<file path="src/rtl/mdio_slave.sv">
// rtl/mdio_slave.sv - Clause-22 MDIO target with oversampled MDC/MDIO and a single-cycle register port.
// Define MDIO_PRE_SUPPRESS_EN to accept preamble-suppressed frames after a completed frame to this PHY.
module mdio_slave #(
  parameter logic [4:0] PHYAD       = 5'b00001,
  parameter int         PRE_LEN     = 32,
  parameter int         SYNC_STAGES = 2
) (
  input  logic        clk,
  input  logic        rst_n,
  input  logic        mdc,
  input  logic        mdi,
  output logic        mdo,
  output logic        mdo_oe,
  output logic [4:0]  reg_addr,
  output logic        reg_wr_en,
  output logic [15:0] reg_wdata,
  output logic        reg_rd_en,
  input  logic [15:0] reg_rdata,
  output logic        busy
);

  typedef enum logic [3:0] {
    S_PRE, S_ST1, S_OP, S_ADDR, S_TA_R, S_RD, S_TA_W, S_WR, S_SKIP
  } state_t;

  localparam logic [5:0] PRE_LEN_C = 6'(PRE_LEN);
`ifdef MDIO_PRE_SUPPRESS_EN
  localparam bit SUPP_EN = 1'b1;
`else
  localparam bit SUPP_EN = 1'b0;
`endif

  logic [SYNC_STAGES-1:0] mdc_sync, mdi_sync;
  logic mdc_prev, mdc_edge, mdi_bit;

  state_t      state, state_nxt;
  logic [5:0]  pre_cnt, pre_cnt_nxt;
  logic [4:0]  bit_cnt, bit_cnt_nxt;
  logic [15:0] shift, shift_nxt;
  logic        is_read, is_read_nxt;
  logic [4:0]  addr_nxt;
  logic [15:0] wdata_nxt;
  logic        wr_en_nxt, rd_en_nxt, rd_en_d;
  logic        mdo_nxt, oe_nxt;
  logic        supp_ok, frame_done, bad_frame;
  logic [9:0]  addr_word;

  assign mdc_edge  = mdc_sync[SYNC_STAGES-1] & ~mdc_prev;
  assign mdi_bit   = mdi_sync[SYNC_STAGES-1];
  assign addr_word = {shift[8:0], mdi_bit};
  assign busy      = (state != S_PRE);

  always_ff @(posedge clk or negedge rst_n) begin
    if (!rst_n) begin
      mdc_sync <= '0;
      mdi_sync <= '0;
      mdc_prev <= 1'b0;
    end else begin
      mdc_sync <= {mdc_sync[SYNC_STAGES-2:0], mdc};
      mdi_sync <= {mdi_sync[SYNC_STAGES-2:0], mdi};
      mdc_prev <= mdc_sync[SYNC_STAGES-1];
    end
  end

  always_ff @(posedge clk or negedge rst_n) begin
    if (!rst_n) begin
      state     <= S_PRE;
      pre_cnt   <= '0;
      bit_cnt   <= '0;
      shift     <= '0;
      is_read   <= 1'b0;
      reg_addr  <= '0;
      reg_wdata <= '0;
      reg_wr_en <= 1'b0;
      reg_rd_en <= 1'b0;
      rd_en_d   <= 1'b0;
      mdo       <= 1'b0;
      mdo_oe    <= 1'b0;
      supp_ok   <= 1'b0;
    end else begin
      state     <= state_nxt;
      pre_cnt   <= pre_cnt_nxt;
      bit_cnt   <= bit_cnt_nxt;
      shift     <= shift_nxt;
      is_read   <= is_read_nxt;
      reg_addr  <= addr_nxt;
      reg_wdata <= wdata_nxt;
      reg_wr_en <= wr_en_nxt;
      reg_rd_en <= rd_en_nxt;
      rd_en_d   <= reg_rd_en;
      mdo       <= mdo_nxt;
      mdo_oe    <= oe_nxt;
      if (bad_frame)
        supp_ok <= 1'b0;
      else if (SUPP_EN && frame_done)
        supp_ok <= 1'b1;
    end
  end

  always_comb begin
    state_nxt   = state;
    pre_cnt_nxt = pre_cnt;
    bit_cnt_nxt = bit_cnt;
    shift_nxt   = shift;
    is_read_nxt = is_read;
    addr_nxt    = reg_addr;
    wdata_nxt   = reg_wdata;
    wr_en_nxt   = 1'b0;
    rd_en_nxt   = 1'b0;
    mdo_nxt     = mdo;
    oe_nxt      = mdo_oe;
    frame_done  = 1'b0;
    bad_frame   = 1'b0;

    // Register bank answers one clk after the read strobe; edges are far apart so no overlap.
    if (rd_en_d)
      shift_nxt = reg_rdata;

    if (mdc_edge) begin
      case (state)
        S_PRE: begin
          if (mdi_bit) begin
            if (pre_cnt != 6'd63)
              pre_cnt_nxt = pre_cnt + 6'd1;
          end else begin
            pre_cnt_nxt = '0;
            if (pre_cnt >= PRE_LEN_C || supp_ok)
              state_nxt = S_ST1;
          end
        end
        S_ST1: begin
          bit_cnt_nxt = '0;
          if (mdi_bit) begin
            state_nxt = S_OP;
          end else begin
            state_nxt = S_PRE;
            bad_frame = 1'b1;
          end
        end
        S_OP: begin
          if (bit_cnt == 5'd0) begin
            shift_nxt[0] = mdi_bit;
            bit_cnt_nxt  = 5'd1;
          end else if (shift[0] != mdi_bit) begin
            is_read_nxt = shift[0];
            bit_cnt_nxt = '0;
            state_nxt   = S_ADDR;
          end else begin
            state_nxt = S_PRE;
            bad_frame = 1'b1;
          end
        end
        S_ADDR: begin
          shift_nxt   = {shift[14:0], mdi_bit};
          bit_cnt_nxt = bit_cnt + 5'd1;
          if (bit_cnt == 5'd9) begin
            addr_nxt    = addr_word[4:0];
            bit_cnt_nxt = '0;
            if (addr_word[9:5] != PHYAD) begin
              state_nxt = S_SKIP;
            end else if (is_read) begin
              rd_en_nxt = 1'b1;
              state_nxt = S_TA_R;
            end else begin
              state_nxt = S_TA_W;
            end
          end
        end
        S_TA_R: begin
          oe_nxt      = 1'b1;
          mdo_nxt     = 1'b0;
          bit_cnt_nxt = '0;
          state_nxt   = S_RD;
        end
        S_RD: begin
          if (bit_cnt == 5'd16) begin
            oe_nxt     = 1'b0;
            mdo_nxt    = 1'b0;
            state_nxt  = S_PRE;
            frame_done = 1'b1;
          end else begin
            mdo_nxt     = shift[15];
            shift_nxt   = {shift[14:0], 1'b0};
            bit_cnt_nxt = bit_cnt + 5'd1;
          end
        end
        S_TA_W: begin
          bit_cnt_nxt = bit_cnt + 5'd1;
          if (bit_cnt == 5'd1) begin
            bit_cnt_nxt = '0;
            state_nxt   = S_WR;
          end
        end
        S_WR: begin
          shift_nxt   = {shift[14:0], mdi_bit};
          bit_cnt_nxt = bit_cnt + 5'd1;
          if (bit_cnt == 5'd15) begin
            wdata_nxt  = {shift[14:0], mdi_bit};
            wr_en_nxt  = 1'b1;
            state_nxt  = S_PRE;
            frame_done = 1'b1;
          end
        end
        S_SKIP: begin
          bit_cnt_nxt = bit_cnt + 5'd1;
          if (bit_cnt == 5'd17)
            state_nxt = S_PRE;
        end
        default: state_nxt = S_PRE;
      endcase
    end
  end

endmodule

</file>
<file path="config.mk">
export PLATFORM = sky130hd
export DESIGN_NAME = mdio_slave
export DESIGN_NICKNAME = d
export VERILOG_FILES = /design/src/rtl/mdio_slave.sv
export SDC_FILE = /design/constraint.sdc
export NUM_CORES = 1
export LEC_CHECK = 0
export ABC_AREA = 1
export CORE_UTILIZATION = 50
export DETAILED_ROUTE_END_ITERATION = 8
export PLACE_DENSITY = 0.85
export SLEW_MARGIN = 25
export SYNTH_ARGS = -nofsm -noshare
export SYNTH_HDL_FRONTEND = slang
export SYNTH_SLANG_ARGS = --single-unit
</file>
<file path="constraint.sdc">
create_clock -name clk -period 1.8 [get_ports clk]
set_input_delay 0.36 -clock clk [delete_from_list [all_inputs] [get_ports clk]]
set_output_delay 0.36 -clock clk [all_outputs]
set_load 0.02 [all_outputs]
</file>
-- After elaboration in Yosys (flattened, before gate mapping)
Cells that the tools add are included.
- ROM bits: 0
- word-level logic and storage cells: 103
- input bits: 20
- bits in latches: 0
- memories kept: 0
- bits in registers: 63
- RAM bits: 0
- shifts and indexed selects: 0
- bitwise gates (word level): 3
- div/mod/pow operators: 0
- reductions and logical operators: 16
- $lt $le $gt $ge: 1
- $mul: 0
- eq/ne operators: 27
- mux-type cells: 39
- add/subtract/negate cells: 2
- operators by type and width (kind ; number):
    $mux 16 ; 3
    $mux 4 ; 9
    $pmux 4 s9 ; 1
    $pmux 15 s2 ; 1
    $pmux 5 s6 ; 1
    $mux 5 ; 5
    $ne 2x2->1 const B ; 9
    $eq 4x3->1 const B ; 4
    $mux 6 ; 2
    $reduce_and 3->1 ; 4
    $mux 1 ; 11
    $eq 5x4->1 const B ; 2
    $eq 5x5->1 const B ; 2
    $reduce_and 9->1 ; 1
    $eq 4x2->1 const B ; 2
    $reduce_and 4->1 ; 2
    $add 6x1->6 const B ; 1
    $ge 6x6->1 const B ; 1
    $mux 2 ; 3
    $ne 6x6->1 const B ; 1
    $reduce_bool 6->1 ; 1
    $reduce_or 2->1 ; 3
    $add 5x1->5 const B ; 1
    $eq 5x1->1 const B ; 1
    other kinds (15) ; 17

-- Logic depth before layout (Yosys ltp)
- depth after elaboration: 5
- mapped depth: 11

-- Worst setup path after synthesis
Ideal clock, no wire load.
- path kind: flip-flop to flip-flop
- from: reg bit_cnt[0]
- to: reg state[1]
- slack: 0.198 ns
- cell stages (with the launch flop): 12
- path buffers: 0
- data arrival time: 1.484 ns
- clock period less this slack: 1.602 ns
- path through: dfrtp_1 -> ha_1 -> nand2_1 -> nor2_1 -> ha_1 -> inv_1 -> nand3_1 -> nand3_1 -> nor2_1 -> nand2_2 -> nand2_1 -> nand2_1
- word-level cells in the longest chain between the ends: 3
- ends and longest elaborated chain (what ; line ; RTL):
    start, declared ; 38 ; logic [4:0] bit_cnt, bit_cnt_nxt;
    start signal, assigned ; 83 ; bit_cnt <= bit_cnt_nxt;
    $eq 5x5->1 (tied with other cells) ; 206 ; if (bit_cnt == 5'd17)
    $ne 2x2->1 (no line) ; n/a ;
    $reduce_and 9->1 (no line) * ; n/a ;
    end signal, assigned ; 81 ; state <= state_nxt;
    end, declared ; 36 ; state_t state, state_nxt;
Every way passes the cells marked *; elsewhere a longest branch is shown, timed or not.
A chain may end at the register's enable or synchronous reset.

-- Final worst setup path
- from: reg reg_rd_en
- to: out reg_rd_en
- RTL lines (what ; line ; RTL):
    start, declared ; 17 ; output logic reg_rd_en,
    start signal, assigned ; 89 ; reg_rd_en <= rd_en_nxt;
No word-level cell between the ends.

==> flow_summary_export.csv <==
group,metric,value,unit
synth,synth_nets,431,
final_layout,diodes,0,
synth,yosysWarnings,0,
placed_design,dp_hpwl,5300,um
drt,drtIter0Drc,216,
final_layout,area_growth,24.9,%
setup_path,cp_slowest_cell,"clkdlybuf4s50_1",
flow_run,drv_cap,0,
cts,clock_latency,350,ps
power,ir_worst_vdd,653,uV
cts,tritoncts,"built",
die,die_h,82.3,um
placed_design,place_congestion,0.932,
drt,drc_errors,0,
global_route,antenna_found_initial,0,
drt,antenna_left,0,
setup_path,cp_max_fo,2,
power,p_clk_frac,0.429,
global_route,grt_pass1_vias,2729,
drt,vias,2842,
synth,synth_seq_area_share,0.489,
timing,drv_slew,0,
synth,synthDistinctLibCells,26,
cts,cts_buffer_depth,2,
worst_hold_path,hold_path.class,"reg -> reg",
timing,post-route-period-util,0.963,
cts,clock_sinks,63,
final_layout,drive_above_1_share,0.151,
global_route,grt_pass1_wl,12300,um
timing,max_freq,577,MHz
cts,numCtsBuffers,9,
drt,first_pass_iters,4,
placed_design,io_buffers,45,
die,initial_core_util,0.532,
die,core-area,6060,um^2
setup_path,crit_chain,"clkdlybuf4s50_1",
global_route,grtUsageTotal,0.249,
power,switchingPower,0.641,mW
timing,hold_viol,0,
setup_path,cp-end-kind,"output port",
setup_path,critPathArrivalTime,1370,ps
timing,finalSetupViolations,0,
synth,syn-instance-count,405,
power,power_frac_seq,0.522,
cts,cts_root_buf,"clkbuf_8",
synth,ys_seq_elements,63,
die,num_rows,28,
run_status,status,"finished clean",
power,leakage,1.99,nW
drt,wl,7340,um
setup_path,crit_family,"buffers and inverters",
cts,cts_setup_buffers,0,
timing,whs,350,ps
power,p_per_area,686,nW/um^2
power,internal_power,2.12,mW
timing,skew,10.4,ps
setup_path,setup.worst_path.class,"reg -> out",
synth,syn_area,3230,um^2
setup_path,cp.required,1440,ps
timing,period_minus_slack,1730,ps
drt,vias_per_cell,5.26,
timing,rsz0062_at_grt,"yes",
die,fp.dieW,82.3,um
synth,avgSynthCellArea,7.96,um^2
final_layout,fin_nets,487,
setup_path,cp_slowest_stage_delay,630,ps
cts,clk_pin_slew_worst_paths,70,ps
timing,max_slew_margin,0.673,
setup_path,critPathBufInv,1,
die,die_area,6780,um^2
global_route,overflow,0,
cts,htree_levels,3,
setup_path,worstSetupStartpointType,"flip-flop",
power,swShare,0.232,
timing,worstMarginPinSlew,485,ps
die,ios,46,
drt,wl_per_cell,13.6,um
power,combPwrFrac,0.049,
global_route,grt_start_max_net_pins,34,
power,total_power,2.76,mW
[cell families (layout without fill, tap and decap cells)]
group	Yosys count	count (layout)	share of synthesized area
adders and majority gates	6	6	0.0233
buffers and inverters	57	117	0.0795
DFF	63	63	0.489
AOI/OAI and AO/OA	66	66	0.124
and+or+nand+nor	212	212	0.282
xor gates and xnor gates	1	1	0.00272
[power by group through the flow]
stage / sequential (mW) / clock, mW / combinational [mW]
3_5_place_dp: 1.47 / 0 / 0.134
5_1_grt: 1.45 / 1.27 / 0.153
2_1_floorplan: 1.47 / 0 / 0.0400
4_1_cts: 1.44 / 1.21 / 0.137
3_3_place_gp: 1.47 / 0 / 0.129
6_report: 1.44 / 1.19 / 0.135
[stage by stage]
step | std cells | setup TNS, ps | util | instance area [um^2] | worst slack (ps)
final | 540 | 0 | 0.665 | 4030 | 67.4
after global routing | 540 | -0.479 | 0.665 | 4030 | -0.479
after CTS | 540 | 0 | 0.663 | 4020 | 6.94
after detailed placement | 524 | 0 | 0.630 | 3820 | 24.9
after global placement | 524 | 0 | 0.630 | 3820 | 131
after floorplan | 405 | 0 | - | 3230 | 198
[cell usage in the layout, fill, tap and decap left out, drive strengths merged]
cell           netlist  layout
nand4                5       5
nand2              132     132
xnor2                1       1
nand3               31      31
o21ai               63      63
nand3b               2       2
inv                 43      43
ha                   6       6
or2                  2       2
clkdlybuf4s50        0      43
clkbuf               5      10
nor3                 1       1
dfrtp               63      63
nor2                38      38
clkinv               0       5
o31ai                1       1
buf                  9      14
bufinv               0       1
nor4                 1       1
dlygate4sd3          0       1
o21bai               1       1
a31o                 1       1
[synth_stat cells]
library cell | count | share of area
o21ai_0 | 36 | 0.056
nor2_1 | 30 | 0.035
o21ai_1 | 11 | 0.017
inv_1 | 40 | 0.047
ha_1 | 6 | 0.023
a31o_2 | 1 | 0.0027
nor4_2 | 1 | 0.0039
nor2_2 | 7 | 0.014
inv_2 | 3 | 0.0035
nor3_1 | 1 | 0.0016
o31ai_1 | 1 | 0.0023
nand2_2 | 4 | 0.0078
nor2_4 | 1 | 0.0035
xnor2_1 | 1 | 0.0027
nand2_1 | 128 | 0.15
nand4_1 | 5 | 0.0097
buf_2 | 4 | 0.0062
buf_6 | 5 | 0.017
nand3b_1 | 2 | 0.0047
dfrtp_1 | 63 | 0.49
or2_2 | 2 | 0.0039
nand3_1 | 30 | 0.047
clkbuf_1 | 5 | 0.0058
o21ai_2 | 16 | 0.043
o21bai_1 | 1 | 0.0023
nand3_2 | 1 | 0.0031
[sequential cells by signal, indices dropped and copies added (netlist names)]
signal,cells
mdi_sync,2
shift,16
mdo_oe,1
pre_cnt,6
mdo,1
reg_wdata,16
reg_addr,5
state,4
mdc_sync,2
rd_en_d,1
reg_wr_en,1
bit_cnt,5
mdc_prev,1
reg_rd_en,1
is_read,1
[metal layers]
layer | track usage | part of all wire | wire length [um]
met5 | 0 | 0 | 0
met4 | 0.114 | 0.019 | 143
met3 | 0.0604 | 0.061 | 447
met2 | 0.417 | 0.50 | 3670
met1 | 0.303 | 0.42 | 3080
[path summary, 6_finish.rpt]
check	from	slack, ps	cells after the start	end
setup / recovery	reg_rd_en$_DFF_PN0_	70	1	reg_rd_en
hold / removal	mdi_sync[0]$_DFF_PN0_	350	0	mdi_sync[1]$_DFF_PN0_
setup reg to reg	bit_cnt[0]$_DFFE_PN0P_	120	9	shift[14]$_DFF_PN0_
hold reg to reg	mdi_sync[0]$_DFF_PN0_	350	0	mdi_sync[1]$_DFF_PN0_
max in group asynchronous	rst_n	800	3	reg_wdata[1]$_DFFE_PN0P_
min in group asynchronous	rst_n	470	2	mdo$_DFFE_PN0P_
[final cells by class]
cell class                 count  area, um^2
fill                         472        2030
sequential                    63        1580
multi-input combinational    285        1410
timing repair buffer          59         598
inverter                      43         161
clock buffer                   9         124
tap                           75        93.8
clock inverter                 6        62.6
[what timing repair did]
item                                    4_1_cts  5_1_grt
endpoints found under the setup margin        1       11
hold buffers                                  1        0
resized for setup                             3        6
endpoints found under the hold margin        12        0
(Power assumes the default switching activity.)
